<file path="config.mk">
export PLATFORM = sky130hd
export DESIGN_NAME = seven_segment_scanner_flat
export DESIGN_NICKNAME = d
export VERILOG_FILES = /design/src/rtl/seven_segment_scanner_if.sv /design/src/rtl/seven_segment_scanner.sv /design/src/flat_wrapper.sv
export SDC_FILE = /design/constraint.sdc
export NUM_CORES = 1
export LEC_CHECK = 0
export CORE_ASPECT_RATIO = 1.1
export CORE_MARGIN = 2
export CORE_UTILIZATION = 45
export DETAILED_ROUTE_END_ITERATION = 8
export GPL_TIMING_DRIVEN = 0
export PLACE_DENSITY = 0.8
export SYNTH_ARGS = -nofsm -noshare
export SYNTH_HDL_FRONTEND = slang
export SYNTH_SLANG_ARGS = --single-unit
</file>
<file path="constraint.sdc">
create_clock -name clk -period 2.01 [get_ports clk]
set_input_delay 0.201 -clock clk [delete_from_list [all_inputs] [get_ports clk]]
set_output_delay 0.201 -clock clk [all_outputs]
set_load 0.01 [all_outputs]
</file>
<file path="src/rtl/seven_segment_scanner_if.sv">
// Bundles the scan enable, digit data and display outputs of seven_segment_scanner.
// master: the side supplying digits; slave: the scanner itself.
interface seven_segment_scanner_if #(
  parameter int unsigned NUM_DIGITS = 4
);
  logic                    en;
  logic [4*NUM_DIGITS-1:0] digits;
  logic [NUM_DIGITS-1:0]   dp_in;
  logic [3:0]              num;
  logic [NUM_DIGITS-1:0]   dig_en;
  logic                    dp;
  logic                    frame_tick;

  modport master (
    output en, digits, dp_in,
    input  num, dig_en, dp, frame_tick
  );

  modport slave (
    input  en, digits, dp_in,
    output num, dig_en, dp, frame_tick
  );
endinterface

</file>
<file path="src/rtl/seven_segment_scanner.sv">
// Time-multiplexed 7-segment scanner with a blanking guard at the start of every digit slot.
// Optional macro LEADING_ZERO_BLANK_EN blanks leading zeros on digits above digit 0.
module seven_segment_scanner #(
  parameter int unsigned NUM_DIGITS   = 4,
  parameter int unsigned CLK_DIV      = 50000,
  parameter int unsigned BLANK_CYCLES = 16
) (
  input logic                    clk,
  input logic                    rst_n,
  seven_segment_scanner_if.slave bus
);

  localparam int unsigned CntW = $clog2(CLK_DIV);
  localparam int unsigned IdxW = (NUM_DIGITS > 1) ? $clog2(NUM_DIGITS) : 1;

  typedef enum logic [1:0] {StIdle, StBlank, StDrive} state_e;

  state_e                state_q, state_d;
  logic [CntW-1:0]       cnt_q, cnt_d;
  logic [IdxW-1:0]       idx_q, idx_d;
  logic [3:0]            snap_q, snap_d;
  logic                  snap_dp_q, snap_dp_d;
  logic [3:0]            num_q, num_d;
  logic [NUM_DIGITS-1:0] dig_en_q, dig_en_d;
  logic                  dp_q, dp_d;
  logic                  tick_q, tick_d;
  logic                  take;
  logic [3:0]            digit_arr [NUM_DIGITS];

  always_comb begin
    for (int i = 0; i < int'(NUM_DIGITS); i++) begin
      digit_arr[i] = bus.digits[4*i +: 4];
    end
  end

`ifdef LEADING_ZERO_BLANK_EN
  // lead_zero[i]: digit i and every more-significant digit are zero
  logic [NUM_DIGITS-1:0] lead_zero;

  always_comb begin
    lead_zero = '1;
    for (int i = 0; i < int'(NUM_DIGITS); i++) begin
      for (int j = 0; j < int'(NUM_DIGITS); j++) begin
        if (j >= i && digit_arr[j] != 4'd0) lead_zero[i] = 1'b0;
      end
    end
  end
`endif

  always_comb begin
    state_d   = state_q;
    cnt_d     = cnt_q;
    idx_d     = idx_q;
    snap_d    = snap_q;
    snap_dp_d = snap_dp_q;
    tick_d    = 1'b0;
    take      = 1'b0;

    if (!bus.en) begin
      state_d = StIdle;
      cnt_d   = '0;
      idx_d   = '0;
    end else begin
      unique case (state_q)
        StIdle: begin
          state_d = StBlank;
          cnt_d   = '0;
          idx_d   = '0;
          take    = 1'b1;
        end
        StBlank: begin
          cnt_d = cnt_q + 1'b1;
          if (cnt_q == CntW'(BLANK_CYCLES - 1)) state_d = StDrive;
        end
        StDrive: begin
          if (cnt_q == CntW'(CLK_DIV - 1)) begin
            cnt_d   = '0;
            state_d = StBlank;
            take    = 1'b1;
            if (idx_q == IdxW'(NUM_DIGITS - 1)) begin
              idx_d  = '0;
              tick_d = 1'b1;
            end else begin
              idx_d = idx_q + 1'b1;
            end
          end else begin
            cnt_d = cnt_q + 1'b1;
          end
        end
        default: state_d = StIdle;
      endcase
    end

    // Sample the digit once, on the edge that enters its slot, so mid-slot changes cannot tear
    if (take) begin
      snap_d    = digit_arr[idx_d];
      snap_dp_d = bus.dp_in[idx_d];
`ifdef LEADING_ZERO_BLANK_EN
      if (idx_d != '0 && lead_zero[idx_d]) snap_d = 4'hF;
`endif
    end

    num_d = (state_d == StDrive) ? snap_d : 4'hF;
    dp_d  = (state_d == StDrive) ? snap_dp_d : 1'b0;
    for (int i = 0; i < int'(NUM_DIGITS); i++) begin
      dig_en_d[i] = (state_d == StDrive) && (idx_d == IdxW'(i));
    end
  end

  always_ff @(posedge clk or negedge rst_n) begin
    if (!rst_n) begin
      state_q   <= StIdle;
      cnt_q     <= '0;
      idx_q     <= '0;
      snap_q    <= '0;
      snap_dp_q <= 1'b0;
      num_q     <= 4'hF;
      dig_en_q  <= '0;
      dp_q      <= 1'b0;
      tick_q    <= 1'b0;
    end else begin
      state_q   <= state_d;
      cnt_q     <= cnt_d;
      idx_q     <= idx_d;
      snap_q    <= snap_d;
      snap_dp_q <= snap_dp_d;
      num_q     <= num_d;
      dig_en_q  <= dig_en_d;
      dp_q      <= dp_d;
      tick_q    <= tick_d;
    end
  end

  assign bus.num        = num_q;
  assign bus.dig_en     = dig_en_q;
  assign bus.dp         = dp_q;
  assign bus.frame_tick = tick_q;

endmodule

</file>
<file path="src/flat_wrapper.sv">
// flat-port wrapper written by rule: the top's interface ports become plain ports
module seven_segment_scanner_flat 
#(
  parameter int unsigned NUM_DIGITS   = 4,
  parameter int unsigned CLK_DIV      = 50000,
  parameter int unsigned BLANK_CYCLES = 16
)
  (clk, rst_n, bus_en, bus_digits, bus_dp_in, bus_num, bus_dig_en, bus_dp, bus_frame_tick);
  seven_segment_scanner_if #(.NUM_DIGITS(NUM_DIGITS)) bus_i ();
  input logic clk;
  input logic rst_n;
  input wire logic [$bits(bus_i.en)-1:0] bus_en;
  input wire logic [$bits(bus_i.digits)-1:0] bus_digits;
  input wire logic [$bits(bus_i.dp_in)-1:0] bus_dp_in;
  output wire logic [$bits(bus_i.num)-1:0] bus_num;
  output wire logic [$bits(bus_i.dig_en)-1:0] bus_dig_en;
  output wire logic [$bits(bus_i.dp)-1:0] bus_dp;
  output wire logic [$bits(bus_i.frame_tick)-1:0] bus_frame_tick;
  assign bus_i.en = bus_en;
  assign bus_i.digits = bus_digits;
  assign bus_i.dp_in = bus_dp_in;
  assign bus_num = bus_i.num;
  assign bus_dig_en = bus_i.dig_en;
  assign bus_dp = bus_i.dp;
  assign bus_frame_tick = bus_i.frame_tick;
  seven_segment_scanner #(.NUM_DIGITS(NUM_DIGITS), .CLK_DIV(CLK_DIV), .BLANK_CYCLES(BLANK_CYCLES)) u_core (.clk(clk), .rst_n(rst_n), .bus(bus_i));
endmodule
</file>
==> flow_summary.toml, run 1 <==
[timing]
rsz0062_at_grt = "true"
finalCritPeriodShare_pct = 112.9
min_period_ns = 2.269
hold_violations = 13
fin_hold_ws_ns = -0.01158
finalWorstSetupSlack_ns = -0.2587
skew_ns = 0.007184
drv_slew = 0
setup_viol = 15
relSlewSlack_pct = 47.43
tightest_slew_ns = 0.7885
timing.fmax_ghz = 0.4408
setup_tns_ns = -2.359

[worst_setup_path]
critPathSlowestCell = "a2111o_1"
cp-end-kind = "flip-flop"
r2r-end = "u_core.bus.num[2]$_DFF_PN1_"
crit_chain = "ha_2 -> and3_4 -> buf_8 -> nand2_8 -> o21ai_4 -> a21o_1 -> a2111o_1 -> or3_1"
max_stage_delay_ns = 0.53
startpoint = "u_core.cnt_q[1]$_DFFE_PN0P_"
rrSetupSlack_ns = -0.26
ff2ff_path_depth = 8
crit_required_ns = 2.23
crit_arrival_ns = 2.48
worst-path-max-fanout = 6
worst_setup_path_start_kind = "flip-flop"
worstSetupPathType = "reg2reg"
reg2reg_from = "u_core.cnt_q[1]$_DFFE_PN0P_"

[layout]
drive_gt1_share_pct = 33.33
area.growth.synth_to_final_pct = 54.08
nFillCells = 290
insertedDiodeCount = 0
fin_util_pct = 71.65
layout.nets = 316

[route]
wl_mm = 5.929
viasPerCell = 5.880
num_vias = 2011
drcViolationCount = 0
drt_pass1_iterations = 5
drt_iter0_drc = 186
wl_per_cell_um = 17.34
ant_nets = 0

[global_routing]
grt_util_all_layers_pct = 23.35
grt_pass1_wl_mm = 8.673
overflow = 0
grt_max_degree = 36
antenna_found_initial = 0
grt_pass1_vias = 1877

[logic_synthesis]
avgSynthCellArea_um2 = 9.033
seq_area_frac_synth_pct = 44.53
yosysWarnings = 0
synth_seq_cells = 35
syn_area_mm2 = 0.001978
yosysTopAreaCell = "dfrtp_1"
synthFlopType = "dfrtp_1"
synthCells = 219
synth_edf_count = 0
syn_nets = 248
synth-async-reset-ratio_pct = 100.0
synth.area.top_cells = "dfrtp_1 39%, nand3_1 6.3%, dfstp_2 5.3%"
synth_cell_types = 45
synth_top_cell_area_share_pct = 39.22

[clock_tree]
cts_buffer_depth = 2
cts_hold_buf = 0
cts_root_buf = "clkbuf_8"
htree_levels = 2
clk_pin_slew_worst_paths_ns = 0.08
cts_tree = "done"
clock_sinks = 35
cts_buffers = 5
clk-insertion-delay-late_ns = 0.29

[floorplan]
initial_core_util_pct = 46.50
dieArea_mm2 = 0.004943
fp.dieH_um = 73.54
io_pins = 33
die_x_um = 67.22
row_count = 25
core_region_area_mm2 = 0.004254

[min_path]
hp-class = "in2async"

[placement]
pre_cts_ws_ns = -0.3837
gp_congestion = 0.8471
dpl.hpwl_mm = 3.341
numPortBuffers = 32

[power]
p_clk_share_pct = 41.4
switchingPower_w = 0.0003585
leakage_nw = 1.242
power_frac_comb_pct = 11.1
ir_worst_vdd_mv = 0.3478
sequentialPowerShare_pct = 47.5
power_density_mw_per_mm2 = 503.1
sw_frac_of_total_pct = 23.38
p_int_w = 0.001175

[job]
cap_violations = 0

[status]
violations = "hold timing, setup timing"
status = "finished, violations left"
cells in the mapped netlist (2+ instances only):
cell type / n
nand4_1: 2
o221ai_1: 5
mux2i_1: 2
nand2b_1: 2
o21ai_0: 8
ha_1: 6
a21oi_1: 6
a31o_2: 2
a211oi_1: 3
or3_1: 5
clkbuf_1: 4
dfrtp_1: 31
nand3_1: 25
and3_1: 3
dfstp_2: 4
nor2_1: 27
inv_1: 17
o32a_1: 4
xor2_1: 4
xnor2_1: 5
nand2_1: 12
and2_1: 2
nor3_1: 16
and3_2: 3
cell families (layout without fill, tap and decap cells):
logic type	after synthesis	after routing	share of synthesized area, %
AOI/OAI and AO/OA	43	43	16.13
xor gates and xnor gates	9	9	3.985
adders and majority gates	6	6	3.795
buffers and inverters	22	91	4.364
DFF	35	35	44.53
muxes	3	3	1.581
and+or+nand+nor	101	101	25.62
sequential cells by signal, summed over array words and instances (netlist names):
register,count
u_core.bus.frame_tick,1
u_core.snap_q,4
u_core.state_q,2
u_core.bus.num,4
u_core.cnt_q,16
u_core.snap_dp_q,1
u_core.bus.dp,1
u_core.idx_q,2
u_core.bus.dig_en,4
how the worst max path moves through the flow:
stage	depth (start not counted)	to	slack (ns)
finish	8	u_core.bus.num[2]$_DFF_PN1_	-0.26
floorplan	8	u_core.bus.num[0]$_DFF_PN1_	-0.11
global route	9	u_core.snap_dp_q$_DFF_PN0_	-0.29
global placement	7	u_core.snap_dp_q$_DFF_PN0_	-0.32
CTS	6	u_core.bus.num[3]$_DFF_PN1_	-0.19
detailed placement	6	u_core.snap_dp_q$_DFF_PN0_	-0.38
per-stage QoR:
| step | area, um^2 | total power (W) | instances |
|---|---|---|---|
| 6_report | 3048 | 0.001533 | 342 |
| 5_1_grt | 3048 | 0.001606 | 342 |
| 4_1_cts | 2793 | 0.001519 | 327 |
| 3_5_place_dp | 2387 | 0.0008762 | 305 |
| 3_3_place_gp | 2392 | 0.0008745 | 305 |
| 2_1_floorplan | 2004 | 0.0008016 | 219 |
layer usage:
layer	global-route usage, %	part of all wire [%]	wire (um)
met4	9.977	3.5	208
met1	26.98	37	2211
met3	5.819	6.3	375
met2	40.59	53	3134
met5	0	0	0
worst max-delay path: cells and delay by family (launching register included):
kind | cells | cell delay, ns
fa+ha+maj | 1 | 0.20
compound gates | 3 | 0.79
flops | 1 | 0.39
buf+inv | 1 | 0.13
simple gates | 3 | 0.68
area by class of cell:
class,count,area [um^2],area share [%]
buffer,5,52.55,1.724
clock inverter,3,43.79,1.437
tap,54,67.56,2.217
multi-input combinational,162,1329,43.60
inverter,17,63.81,2.094
clock buffer,5,68.82,2.258
sequential,35,882.1,28.94
timing repair buffer,61,540.5,17.73
power groups by stage:
stage / registers (W) / clock network, W / logic [W]
global route: 0.000730 / 0.000692 / 0.000184
global placement: 0.000741 / 0 / 0.000133
floorplan: 0.000741 / 0 / 0.0000610
finish: 0.000729 / 0.000635 / 0.000170
detailed placement: 0.000742 / 0 / 0.000134
CTS: 0.000728 / 0.000644 / 0.000147
layout by cell type, fill, tap and decap left out, types with 5 or more instances in the layout:
| master | n |
|---|---|
| buf_4 | 29 |
| clkbuf_8 | 5 |
| clkdlybuf4s50_1 | 31 |
| dfrtp_1 | 30 |
| inv_1 | 17 |
| nand2_1 | 11 |
| nand3_1 | 21 |
| nor2_1 | 23 |
| nor3_1 | 7 |
| nor3_2 | 7 |
| o21ai_0 | 7 |
| or3_1 | 5 |
| xnor2_1 | 5 |
what timing repair did:
item / in CTS / in global routing
pin swaps: 24 / 19
endpoints found under the setup margin: 28 / 30
resized for setup: 38 / 35
cloned: 0 / 1
buffers inserted: 14 / 14
No activity file was read; power rests on OpenSTA's default activity.
==> run 2, diff against run 1 <==
--- a/config.mk
+++ b/config.mk
@@ -8,6 +8,7 @@
 export CORE_ASPECT_RATIO = 1.1
 export CORE_MARGIN = 2
 export CORE_UTILIZATION = 45
+export CTS_CLUSTER_DIAMETER = 30
 export DETAILED_ROUTE_END_ITERATION = 8
 export GPL_TIMING_DRIVEN = 0
 export PLACE_DENSITY = 0.8
==> results of run 2 <==
Same layout as run 1: the final DEF is identical, and so are final timing and power.
==> run 3, diff against run 2 <==
--- a/config.mk
+++ b/config.mk
@@ -7,11 +7,11 @@
 export LEC_CHECK = 0
 export CORE_ASPECT_RATIO = 1.1
 export CORE_MARGIN = 2
-export CORE_UTILIZATION = 45
+export CORE_UTILIZATION = 48
 export CTS_CLUSTER_DIAMETER = 30
 export DETAILED_ROUTE_END_ITERATION = 8
 export GPL_TIMING_DRIVEN = 0
-export PLACE_DENSITY = 0.8
+export PLACE_DENSITY = 0.73
 export SYNTH_ARGS = -nofsm -noshare
 export SYNTH_HDL_FRONTEND = slang
 export SYNTH_SLANG_ARGS = --single-unit
==> flow_summary.toml, run 3 (same netlist as run 1, synthesis figures left out) <==
[status]
status = "finished, violations left"
violations = "hold timing, setup timing"

[clock_tree]
clk_pin_slew_worst_paths_ns = 0.07
clock_sinks = 35
htree_levels = 2
cts_hold_buf = 0
cts_buffer_depth = 2
clk-insertion-delay-late_ns = 0.28
cts_tree = "done"
cts_root_buf = "clkbuf_8"
cts_buffers = 5

[min_path]
hp-class = "in2async"

[layout]
largest_reg_flops = 16
area.growth.synth_to_final_pct = 46.24
seqCellArea_um2 = 880.8
largest-register = "u_core.cnt_q"
insertedDiodeCount = 0
multi_input_area_mm2 = 0.001247
nFillCells = 281
design_area_mm2 = 0.002893
drive_gt1_share_pct = 29.18
layout.nets = 309
final_cell_mix = "31 x clkdlybuf4s50_1, 31 x dfrtp_1, 24 x nor2_1"

[route]
wl_per_cell_um = 15.78
wl_mm = 5.255
drt_pass1_iterations = 4
drt_iter0_drc = 101
num_vias = 1901
ant_nets = 0
drcViolationCount = 0
viasPerCell = 5.709

[floorplan]
row_count = 24
die_x_um = 65.21
dieArea_mm2 = 0.004651
core_region_area_mm2 = 0.003964
fp.dieH_um = 71.33
initial_core_util_pct = 49.91
io_pins = 33

[timing]
setup_tns_ns = -1.798
tightest_slew_ns = 0.7687
rsz0062_at_grt = "true"
setup_viol = 14
finalWorstSetupSlack_ns = -0.1952
skew_ns = 0.008011
hold_violations = 23
min_period_ns = 2.205
relSlewSlack_pct = 48.75
timing.fmax_ghz = 0.4535
drv_slew = 0
finalCritPeriodShare_pct = 109.7
fin_hold_ws_ns = -0.009169

[worst_setup_path]
rrSetupSlack_ns = -0.20
cp-end-kind = "flip-flop"
reg2reg_from = "u_core.cnt_q[1]$_DFFE_PN0P_"
crit_arrival_ns = 2.41
startpoint = "u_core.cnt_q[1]$_DFFE_PN0P_"
worst_setup_path_start_kind = "flip-flop"
crit_required_ns = 2.22
worst-path-max-fanout = 6
worstSetupPathType = "reg2reg"

[power]
power_frac_comb_pct = 11.2
p_clk_share_pct = 36.8
switchingPower_w = 0.0003267
sequentialPowerShare_pct = 52.0
leakage_nw = 1.205
ir_worst_vdd_mv = 0.4486
sw_frac_of_total_pct = 23.26
p_int_w = 0.001078
power_density_mw_per_mm2 = 485.7

[job]
cap_violations = 0

[global_routing]
grt_pass1_vias = 1836
overflow = 0
grt_max_degree = 36
grt_util_all_layers_pct = 23.86
antenna_found_initial = 0
grt_pass1_wl_mm = 8.542

[placement]
numPortBuffers = 32
dpl_cell_area_mm2 = 0.002385
gp_congestion = 0.8554
dpl.hpwl_mm = 3.260
==> run 3: cell count changes in the layout (fill, tap and decap cells not counted), sizes merged <==
cell,change
clkbuf,+3
bufinv,-1
clkinv,-1
buf,-8
==> run 3: layout make-up <==
cell class	count	share of cell area, %
clock inverters	1	0.1730
clock buffers	7	2.984
flip-flops and latches	35	30.45
multi-input cells	162	43.12
repair buffers	54	17.13
inverters	17	2.206
plain buffers	5	1.687
well taps	52	2.249
==> run 3: per-stage QoR <==
stage	worst slack (ns)	std cells	power, W	util, %	hold WS [ns]
after floorplan	-0.1061	219	0.0008016	-	-0.09459
after global routing	-0.2589	333	0.001455	72.98	0.06323
after detailed placement	-0.3611	303	0.0008753	60.16	0.3194
after CTS	-0.2171	324	0.001404	69.70	0.01530
final	-0.1952	333	0.001405	72.98	-0.009169
after global placement	-0.3477	303	0.0008743	60.29	0.4532
==> run 3: path summary, 6_finish.rpt <==
kind                                                       end  cells after the start
worst max-delay path               u_core.bus.num[3]$_DFF_PN1_                      8
worst min-delay path               u_core.cnt_q[3]$_DFFE_PN0P_                      1
worst min register to register     u_core.bus.num[1]$_DFF_PN1_                      1
min in group clk                   u_core.bus.num[1]$_DFF_PN1_                      1
max in group asynchronous       u_core.bus.dig_en[3]$_DFF_PN0_                      1
worst max register to register     u_core.bus.num[3]$_DFF_PN1_                      8
==> run 3: power groups by stage <==
stage	Sequential, W	Clock [W]	Combinational (W)
global placement	0.000742	0	0.000133
finish	0.000730	0.000518	0.000157
detailed placement	0.000742	0	0.000133
floorplan	0.000741	0	0.0000610
global route	0.000730	0.000552	0.000173
CTS	0.000729	0.000526	0.000149
==> run 3: worst max-delay path, stage by stage (launching register included) <==
cell	delay, ns
dfrtp_1	0.36
ha_2	0.20
and3_4	0.19
buf_8	0.11
and3_4	0.20
a211oi_1	0.07
o21a_1	0.18
a2111o_1	0.46
or3_1	0.35
==> run 3: metal layers <==
metal  share of wire [%]  up-vias  global-route usage, %
li1                    -      916                      -
met1                  42      902                  29.40
met2                  50       73                  40.14
met3                 6.3       10                  5.965
met4                 2.2        0                  9.491
met5                   0        -                      0
==> run 3: what timing repair did <==
action,4_1_cts,5_1_grt
endpoints found under the setup margin,27,27
buffers inserted,13,9
resized for setup,37,17
pin swaps,21,2
